## src/rtl/slot_gpio_pkg.sv

```systemverilog
// Shared constants and types for the per-slot GPIO/IRQ stage.
// Register offsets are added to SLOT_INDEX to form each slot's addresses.
package slot_gpio_pkg;

    localparam int DATA_W_DEF = 16;
    localparam int ADDR_W_DEF = 8;

    localparam int OFS_OUT  = 'h00;
    localparam int OFS_IN   = 'h08;
    localparam int OFS_DIR  = 'h10;
    localparam int OFS_PEND = 'h18;
    localparam int OFS_MASK = 'h20;
    localparam int OFS_CLR  = 'h28;
    localparam int OFS_RISE = 'h30;
    localparam int OFS_FALL = 'h38;

    typedef enum logic {
        ARM_PRIME = 1'b0,
        ARM_ARMED = 1'b1
    } arm_state_e;

endpackage

```

## src/rtl/gpio_sync_edge.sv

```systemverilog
// Pad input synchroniser with one-cycle history and per-bit edge detect.
// Ports: sys_clk/sys_rst_n, pad_i, rise_en/fall_en/dir -> sync_q, rise, fall.
module gpio_sync_edge
    import slot_gpio_pkg::*;
#(
    parameter int DATA_W      = DATA_W_DEF,
    parameter int SYNC_STAGES = 2
) (
    input  logic              sys_clk,
    input  logic              sys_rst_n,
    input  logic [DATA_W-1:0] pad_i,
    input  logic [DATA_W-1:0] rise_en,
    input  logic [DATA_W-1:0] fall_en,
    input  logic [DATA_W-1:0] dir,
    output logic [DATA_W-1:0] sync_q,
    output logic [DATA_W-1:0] rise,
    output logic [DATA_W-1:0] fall
);

    logic [DATA_W-1:0] stage_q [SYNC_STAGES];
    logic [DATA_W-1:0] prev_q;

    always_ff @(posedge sys_clk or negedge sys_rst_n) begin
        if (!sys_rst_n) begin
            for (int i = 0; i < SYNC_STAGES; i++)
                stage_q[i] <= '0;
            prev_q <= '0;
        end else begin
            stage_q[0] <= pad_i;
            for (int i = 1; i < SYNC_STAGES; i++)
                stage_q[i] <= stage_q[i-1];
            prev_q <= stage_q[SYNC_STAGES-1];
        end
    end

    assign sync_q = stage_q[SYNC_STAGES-1];

    // Output-configured bits never report edges.
    assign rise = sync_q & ~prev_q & rise_en & ~dir;
    assign fall = ~sync_q & prev_q & fall_en & ~dir;

endmodule

```

## src/rtl/slot_gpio_irq.sv

```systemverilog
// One GPIO slot on the shared register bus: OUT/DIR/IN plus edge IRQs.
// Ports: sys_clk/sys_rst_n, bus_* register bus, pad_i/pad_o/pad_oe, irq.
module slot_gpio_irq
    import slot_gpio_pkg::*;
#(
    parameter int DATA_W      = DATA_W_DEF,
    parameter int ADDR_W      = ADDR_W_DEF,
    parameter int SLOT_INDEX  = 0,
    parameter int SYNC_STAGES = 2
) (
    input  logic              sys_clk,
    input  logic              sys_rst_n,
    input  logic [ADDR_W-1:0] bus_addr,
    input  logic [DATA_W-1:0] bus_wdata,
    input  logic              bus_we,
    input  logic              bus_re,
    output logic [DATA_W-1:0] bus_rdata,
    output logic              bus_rvalid,
    input  logic [DATA_W-1:0] pad_i,
    output logic [DATA_W-1:0] pad_o,
    output logic [DATA_W-1:0] pad_oe,
    output logic              irq
);

    localparam int CNT_W = $clog2(SYNC_STAGES + 1);

    logic [DATA_W-1:0] out_q, dir_q, mask_q;
    logic [DATA_W-1:0] rise_q, fall_q, pend_q;
    logic [DATA_W-1:0] sync_q, rise, fall;
    logic [DATA_W-1:0] clr_mask, edge_set, rd_val;
    logic [DATA_W-1:0] rdata_q;
    logic              rvalid_q, irq_q;

    logic hit_out, hit_in, hit_dir, hit_pend;
    logic hit_mask, hit_clr, hit_rise, hit_fall;
    logic hit_any;

    arm_state_e        state_q, state_d;
    logic [CNT_W-1:0]  cnt_q;
    logic              edge_en;

    assign hit_out  = bus_addr == ADDR_W'(OFS_OUT  + SLOT_INDEX);
    assign hit_in   = bus_addr == ADDR_W'(OFS_IN   + SLOT_INDEX);
    assign hit_dir  = bus_addr == ADDR_W'(OFS_DIR  + SLOT_INDEX);
    assign hit_pend = bus_addr == ADDR_W'(OFS_PEND + SLOT_INDEX);
    assign hit_mask = bus_addr == ADDR_W'(OFS_MASK + SLOT_INDEX);
    assign hit_clr  = bus_addr == ADDR_W'(OFS_CLR  + SLOT_INDEX);
    assign hit_rise = bus_addr == ADDR_W'(OFS_RISE + SLOT_INDEX);
    assign hit_fall = bus_addr == ADDR_W'(OFS_FALL + SLOT_INDEX);

    assign hit_any = hit_out | hit_in | hit_dir | hit_pend |
                     hit_mask | hit_clr | hit_rise | hit_fall;

    gpio_sync_edge #(
        .DATA_W      (DATA_W),
        .SYNC_STAGES (SYNC_STAGES)
    ) u_sync (
        .sys_clk   (sys_clk),
        .sys_rst_n (sys_rst_n),
        .pad_i     (pad_i),
        .rise_en   (rise_q),
        .fall_en   (fall_q),
        .dir       (dir_q),
        .sync_q    (sync_q),
        .rise      (rise),
        .fall      (fall)
    );

    // Arming: hold off edge capture until the synchroniser and history
    // register have been filled with real pad values after reset.
    always_ff @(posedge sys_clk or negedge sys_rst_n) begin
        if (!sys_rst_n) begin
            state_q <= ARM_PRIME;
            cnt_q   <= '0;
        end else begin
            state_q <= state_d;
            if (state_d == ARM_PRIME)
                cnt_q <= cnt_q + 1'b1;
        end
    end

    always_comb begin
        state_d = state_q;
        unique case (state_q)
            ARM_PRIME: if (cnt_q == CNT_W'(SYNC_STAGES)) state_d = ARM_ARMED;
            ARM_ARMED: state_d = ARM_ARMED;
            default:   state_d = ARM_PRIME;
        endcase
    end

    always_comb begin
        edge_en = (state_q == ARM_ARMED);
    end

    assign clr_mask = (bus_we && hit_clr) ? bus_wdata : '0;
    assign edge_set = (rise | fall) & {DATA_W{edge_en}};

    always_comb begin
        rd_val = '0;
        unique case (1'b1)
            hit_out:  rd_val = out_q;
            hit_in:   rd_val = sync_q;
            hit_dir:  rd_val = dir_q;
            hit_pend: rd_val = pend_q;
            hit_mask: rd_val = mask_q;
            hit_rise: rd_val = rise_q;
            hit_fall: rd_val = fall_q;
            default:  rd_val = '0;
        endcase
    end

    always_ff @(posedge sys_clk or negedge sys_rst_n) begin
        if (!sys_rst_n) begin
            out_q    <= '0;
            dir_q    <= '0;
            mask_q   <= '0;
            rise_q   <= '0;
            fall_q   <= '0;
            pend_q   <= '0;
            irq_q    <= 1'b0;
            rdata_q  <= '0;
            rvalid_q <= 1'b0;
        end else begin
            if (bus_we && hit_out)  out_q  <= bus_wdata;
            if (bus_we && hit_dir)  dir_q  <= bus_wdata;
            if (bus_we && hit_mask) mask_q <= bus_wdata;
            if (bus_we && hit_rise) rise_q <= bus_wdata;
            if (bus_we && hit_fall) fall_q <= bus_wdata;
            // New edges override a same-cycle clear so none are lost.
            pend_q   <= (pend_q & ~clr_mask) | edge_set;
            irq_q    <= |(pend_q & mask_q);
            rdata_q  <= (bus_re && hit_any) ? rd_val : '0;
            rvalid_q <= bus_re && hit_any;
        end
    end

    assign pad_o      = out_q;
    assign pad_oe     = dir_q;
    assign irq        = irq_q;
    assign bus_rdata  = rdata_q;
    assign bus_rvalid = rvalid_q;

endmodule

```

## config.mk

```make
export PLATFORM = sky130hd
export DESIGN_NAME = slot_gpio_irq
export DESIGN_NICKNAME = d
export VERILOG_FILES = /design/src/rtl/slot_gpio_pkg.sv /design/src/rtl/gpio_sync_edge.sv /design/src/rtl/slot_gpio_irq.sv
export SDC_FILE = /design/constraint.sdc
export NUM_CORES = 1
export LEC_CHECK = 0
export BUFFER_PORTS_ARGS = -buffer_cell sky130_fd_sc_hd__clkbuf_2
export CAP_MARGIN = 10
export CORE_ASPECT_RATIO = 1.1
export CORE_MARGIN = 4
export CORE_UTILIZATION = 45
export CTS_CLUSTER_SIZE = 30
export DETAILED_ROUTE_END_ITERATION = 12
export GPL_TIMING_DRIVEN = 0
export PLACE_DENSITY_LB_ADDON = 0.08
export SLEW_MARGIN = 10
export SYNTH_ARGS = -nofsm -noshare
export SYNTH_HDL_FRONTEND = slang
export SYNTH_HIERARCHICAL = 1
export SYNTH_SLANG_ARGS = --single-unit
export TNS_END_PERCENT = 50
```

## constraint.sdc

```tcl
create_clock -name sys_clk -period 1.87 [get_ports sys_clk]
set_input_delay 0.374 -clock sys_clk [delete_from_list [all_inputs] [get_ports sys_clk]]
set_output_delay 0.374 -clock sys_clk [all_outputs]
set_load 0.01 [all_outputs]
```

# Word level (Yosys, flattened, before mapping)
# Cells that the tools add are included.
# Widths: inputs -> output; s select.
[word_totals]
register_bits = 165
input_bits = 44
output_inout_bits = 50
word_cells = 60
[classes]
addsub = 1
n_eq_ne = 8
muxes = 5
n_bitwise = 23
reduce_logical = 9
[op_table]
columns = ["cell", "n"]
rows = [
  ["$and 16x16->16", 9],
  ["$pmux 16 s7", 1],
  ["$not 16->16", 4],
  ["$eq 8x6->1 const B", 4],
  ["$mux 16", 2],
  ["$or 16x16->16", 2],
  ["$eq 8x5->1 const B", 2],
  ["$reduce_or 16->1", 1],
  ["$eq 8x4->1 const B", 1],
  ["$logic_not 8->1", 1],
  ["$logic_and 1x1->1", 7],
  ["$or 1x1->1", 7],
  ["$add 2x1->2 const B", 1],
  ["$eq 2x2->1 const B", 1],
  ["$pmux 1 s2", 1],
  ["$mux 1", 1],
  ["$not 1->1", 1],
]

# Depth between registers and ports, before layout
[logic_depth]
word_depth = 10
mapped_depth = 7

# Modules after synthesis
# Netlist, hierarchy kept.
[modules_own_cells]
columns = ["module", "instances", "cells_each", "area_per_inst_um2", "seq_area_each_um2"]
rows = [
  ["slot_gpio_irq", 1, 428, 5258.8, 2927.8],
  ["gpio_sync_edge", 1, 96, 1721.7, 1201.2],
]

# Worst setup path before layout
# Ideal clock, no wire load.
[synth_path]
path_type = "in2reg"
startpoint = "input bus_addr[1]"
endpoint = "register out_q[0], in the netlist pad_o[0]"
setup_time_ps = 125
arrival_ps = 1993
required_ps = 1745
setup_slack_ps = -248
path_stages = 6
n_path_buf = 2
path_cell_list = "or3_1 -> buf_2 -> nor3b_4 -> nor3b_4 -> buf_6 -> mux2_2"
[synth_via]
elab_chain_len = 2
[synth_lines]
columns = ["element", "line_no", "text"]
rows = [
  ["from (decl)", "slot_gpio_irq.sv:13", "input logic [ADDR_W-1:0] bus_addr,"],
  ["$logic_not 8->1", "slot_gpio_irq.sv:42", "assign hit_out = bus_addr == ADDR_W'(OFS_OUT + SLOT_INDEX);"],
  ["$logic_and 1x1->1", "slot_gpio_irq.sv:124", "if (bus_we && hit_out) out_q <= bus_wdata;"],
  ["to (signal assigned)", "slot_gpio_irq.sv:124", ""],
  ["to (decl)", "slot_gpio_irq.sv:27", "logic [DATA_W-1:0] out_q, dir_q, mask_q;"],
]
# Every way passes these cells.
# A chain may end at the register's enable or synchronous reset.

# Worst setup path in the final report
[layout_path]
startpoint = "input bus_addr[1]"
endpoint = "register out_q[13], in the netlist pad_o[13]"
# Same word-level chain as after synthesis.

==> results_dict.tcl <==
set metrics [dict create \
    vdd_drop_max_v 0.000639 \
    grt_first_pass_wirelength_mm 28.5 \
    wirelength_mm 17.8 \
    dpl.cell_count 812 \
    post_synth_inst_count 524 \
    area.growth.synth_to_final_pct 20.5 \
    die-area_mm2 0.0176 \
    grtUsageMet2_pct 31.9 \
    yosysSeqAreaShare_pct 59.2 \
    synthXorXnorAreaFrac_pct 0.125 \
    synth_warnings 6 \
    worstSetupEndpointType "flop" \
    synthesized_area_fraction_occupied_by_ao_oa_aoi_and_oai_cells_pct 9.64 \
    synth_top_area_cell "sky130_fd_sc_hd__dfrtp_1" \
    min_period_ns 1.94 \
    worst-setup-path-type "in -> reg" \
    largest_family_of_logic_cells_by_synthesized_area "multiplexers" \
    antenna_left 0 \
    first_pass_iters 5 \
    synthAdderAreaFrac_pct 0.179 \
    maximum_fanout_count_along_the_critical_path 10 \
    hold_class "in -> reg" \
    synth_simple_gate_area_share_pct 11.2 \
    cts_tree "yes" \
    ys_ff_latch 165 \
    route.detailed.drc 0 \
    viasPerCell 5.62 \
    timing.final.setup_violations 23 \
    syn_nets 569 \
    power.density_cell_area_mw_per_mm2 943 \
    final.period_utilization_pct 104 \
    timing.slew.headroom_pct 49.8 \
    grt_use_met3_pct 4.35 \
    rsz_0062_raised_after_global_routing "yes" \
    pin_count 94 \
    placementRows 47 \
    core_mm2 0.0151 \
    first_global_vias 5064 \
    die_x_um 127 \
    slew_violations 0 \
    groute.usage.overall_pct 21.0 \
    number_of_antenna_violations_at_the_first_check_in_global_routing 0 \
    numCtsBuffers 17 \
    post-place-ws_ns -0.851 \
    use_met1_pct 29.8 \
    max_freq_mhz 516 \
    worstHoldPathCells 1 \
    antenna-diode-count 0 \
    run_status "finished, violations left" \
    clkLatencyLatePin_ns 0.42 \
    max_slew.worst_pin.slew_ns 0.753 \
    tns_ns -0.737 \
    postSynthAreaPerCell_um2 13.3 \
    clk_pin_slew_ns 0.06 \
    layer_with_the_highest_usage_after_global_routing "met2" \
    nNetsFinal 685 \
    post_synth_instance_area_mm2 0.00698 \
    final-hold-violation-count 0 \
    globalRoute.totalOverflow 0 \
    cts.sink_count 165 \
    post_synth_num_cell_types 36 \
    grt_start_max_net_pins 94 \
    clockBufferDepth 2 \
    start_util_pct 46.2 \
    synthMuxAreaShare_pct 15.5 \
    max_cap_viol_count 0 \
    detail_route.iter0.violations 320 \
    cp-start-kind "input port" \
    stdcell_count 846 \
    dr_total_vias 4751 \
    die-height_um 139 \
    clock-root-buffer "sky130_fd_sc_hd__clkbuf_16" \
    post-dp-hpwl_mm 11.9 \
    setup_ws_ns -0.0666 \
    layout_cells_sized_above_1_pct 43.7 \
    avgRoutedWirePerCell_um 21.1 \
    synth.top_cell.area_share_pct 59.2 \
    synthTopCellsByArea "sky130_fd_sc_hd__dfrtp_1, sky130_fd_sc_hd__mux2_2, sky130_fd_sc_hd__and4bb_2" \
    power_leakage_nw 3.95 \
    cp_data_required_time_ns 2.17 \
    failed_checks "negative setup slack" \
    rr_worst_depth 4 \
    port-buffer-count 91 \
    cts-htree-levels 4 \
    place.gp.congestion 0.849 \
    worst_ep_arrival_time_ns 2.24 \
    skew_ns 0.00704 \
]
-- synthesized netlist by cell type --
| library cell | instances |
|---|---|
| sky130_fd_sc_hd__a21oi_1 | 15 |
| sky130_fd_sc_hd__a221oi_1 | 9 |
| sky130_fd_sc_hd__a222oi_1 | 1 |
| sky130_fd_sc_hd__a22o_1 | 15 |
| sky130_fd_sc_hd__a22oi_1 | 11 |
| sky130_fd_sc_hd__a32o_1 | 5 |
| sky130_fd_sc_hd__and2_1 | 1 |
| sky130_fd_sc_hd__and3_1 | 2 |
| sky130_fd_sc_hd__and4bb_2 | 32 |
| sky130_fd_sc_hd__buf_1 | 2 |
| sky130_fd_sc_hd__buf_2 | 6 |
| sky130_fd_sc_hd__buf_4 | 16 |
| sky130_fd_sc_hd__buf_6 | 1 |
| sky130_fd_sc_hd__clkbuf_1 | 16 |
| sky130_fd_sc_hd__dfrtp_1 | 165 |
| sky130_fd_sc_hd__ha_1 | 1 |
| sky130_fd_sc_hd__inv_1 | 18 |
| sky130_fd_sc_hd__mux2_2 | 76 |
| sky130_fd_sc_hd__mux4_2 | 10 |
| sky130_fd_sc_hd__nand2_1 | 49 |
| sky130_fd_sc_hd__nand2b_1 | 1 |
| sky130_fd_sc_hd__nand3_1 | 1 |
| sky130_fd_sc_hd__nand4_1 | 2 |
| sky130_fd_sc_hd__nand4b_2 | 1 |
| sky130_fd_sc_hd__nand4bb_1 | 1 |
| sky130_fd_sc_hd__nor2_1 | 4 |
| sky130_fd_sc_hd__nor2b_1 | 1 |
| sky130_fd_sc_hd__nor3_1 | 2 |
| sky130_fd_sc_hd__nor3_2 | 1 |
| sky130_fd_sc_hd__nor3b_1 | 1 |
| sky130_fd_sc_hd__nor3b_4 | 2 |
| sky130_fd_sc_hd__nor4b_1 | 1 |
| sky130_fd_sc_hd__o21ai_0 | 49 |
| sky130_fd_sc_hd__or2_2 | 2 |
| sky130_fd_sc_hd__or3_1 | 3 |
| sky130_fd_sc_hd__xnor2_1 | 1 |
-- cell type report --
type,count,area (um2)
multi-input combinational,300,2600
tap,196,245
inverter,18,67.6
fill,1255,6700
timing repair buffer,97,532
clock buffer,20,457
sequential,165,4130
buffer,41,255
clock inverter,9,129
-- registers in the layout (all words and copies together), names as in the netlist --
register        cells
bus_rvalid          1
pad_o              16
irq                 1
cnt_q               2
edge_en             1
mask_q             16
fall_q             16
u_sync/stage_q     16
pad_oe             16
pend_q             16
u_sync/prev_q      16
bus_rdata          16
u_sync/sync_q      16
rise_q             16
-- per-layer routing --
metal	share of wire (%)	wire (um)
met5	0	0
met3	5.8	1030
met4	2.2	396
met2	47	8300
met1	45	8080
-- final timing paths --
check / startpoint / endpoint / slack, ns
hold reg to reg: u_sync/stage_q[18]$_DFF_PN0_ / u_sync/sync_q[2]$_DFF_PN0_ / 0.35
hold / removal: pad_i[1] / u_sync/stage_q[17]$_DFF_PN0_ / 0.05
setup / recovery: bus_addr[1] / pad_o[13]$_DFFE_PN0P_ / -0.07
setup reg to reg: u_sync/sync_q[10]$_DFF_PN0_ / bus_rdata[10]$_DFF_PN0_ / 0.31
max in group asynchronous: sys_rst_n / u_sync/prev_q[0]$_DFF_PN0_ / 0.47
min in group asynchronous: sys_rst_n / u_sync/sync_q[7]$_DFF_PN0_ / 0.52
-- cells in the final DEF, fill, tap and decap left out, types with 5 or more instances in the layout --
| cell | n |
|---|---|
| sky130_fd_sc_hd__clkbuf_16 | 17 |
| sky130_fd_sc_hd__and4bb_2 | 32 |
| sky130_fd_sc_hd__a22o_1 | 15 |
| sky130_fd_sc_hd__clkbuf_2 | 96 |
| sky130_fd_sc_hd__o21ai_0 | 49 |
| sky130_fd_sc_hd__clkbuf_1 | 11 |
| sky130_fd_sc_hd__a21oi_1 | 15 |
| sky130_fd_sc_hd__a32o_1 | 5 |
| sky130_fd_sc_hd__mux4_2 | 10 |
| sky130_fd_sc_hd__mux2_2 | 76 |
| sky130_fd_sc_hd__a221oi_1 | 9 |
| sky130_fd_sc_hd__inv_1 | 18 |
| sky130_fd_sc_hd__a22oi_1 | 11 |
| sky130_fd_sc_hd__nand2_1 | 49 |
| sky130_fd_sc_hd__dfrtp_1 | 165 |
| sky130_fd_sc_hd__buf_4 | 22 |
-- power by group --
group	internal, mW	switching [mW]	leakage, nW	total, mW
logic	0.268	0.287	1.58	0.555
registers	3.73	0.124	2.09	3.86
clock network	2.14	1.37	0.284	3.52
-- per-stage QoR --
step / utilization (%) / instance area (um2) / power [mW] / hold slack [ns]
after floorplan: - / 6990 / 4.17 / 0.0784
after global placement: 50.9 / 7690 / 4.44 / 0.333
final: 55.7 / 8410 / 7.93 / 0.0514
after detailed placement: 51.1 / 7730 / 4.47 / 0.336
after global routing: 55.7 / 8410 / 8.24 / 0.0331
after CTS: 55.3 / 8350 / 8.00 / 0.0285
-- logic make-up (layout without fill, tap and decap cells) --
group,count (synthesis),count (layout)
AO/OA/AOI/OAI,105,105
XOR/XNOR,1,1
adder cells (fa/ha/maj),1,1
buffers and inverters,59,185
flip-flops,165,165
multiplexers,86,86
AND/OR/NAND/NOR,107,107
-- critical path, cell delays in order --
cell and delay (ns):
sky130_fd_sc_hd__clkbuf_2 0.09, sky130_fd_sc_hd__or3_4 0.38, sky130_fd_sc_hd__buf_6 0.15, sky130_fd_sc_hd__nor3b_4 0.29, sky130_fd_sc_hd__nor3b_4 0.35, sky130_fd_sc_hd__buf_6 0.25
sky130_fd_sc_hd__mux2_2 0.35
-- timing repair --
item / 4_1_cts / 5_1_grt
hold endpoints to repair: 72 / 0
pin swaps: 1 / 0
gates resized for setup: 6 / 17
gates cloned: 0 / 0
setup buffers: 3 / 1
endpoints found under the setup margin: 57 / 79
hold buffers: 1 / 0
(Power assumes the default switching activity.)
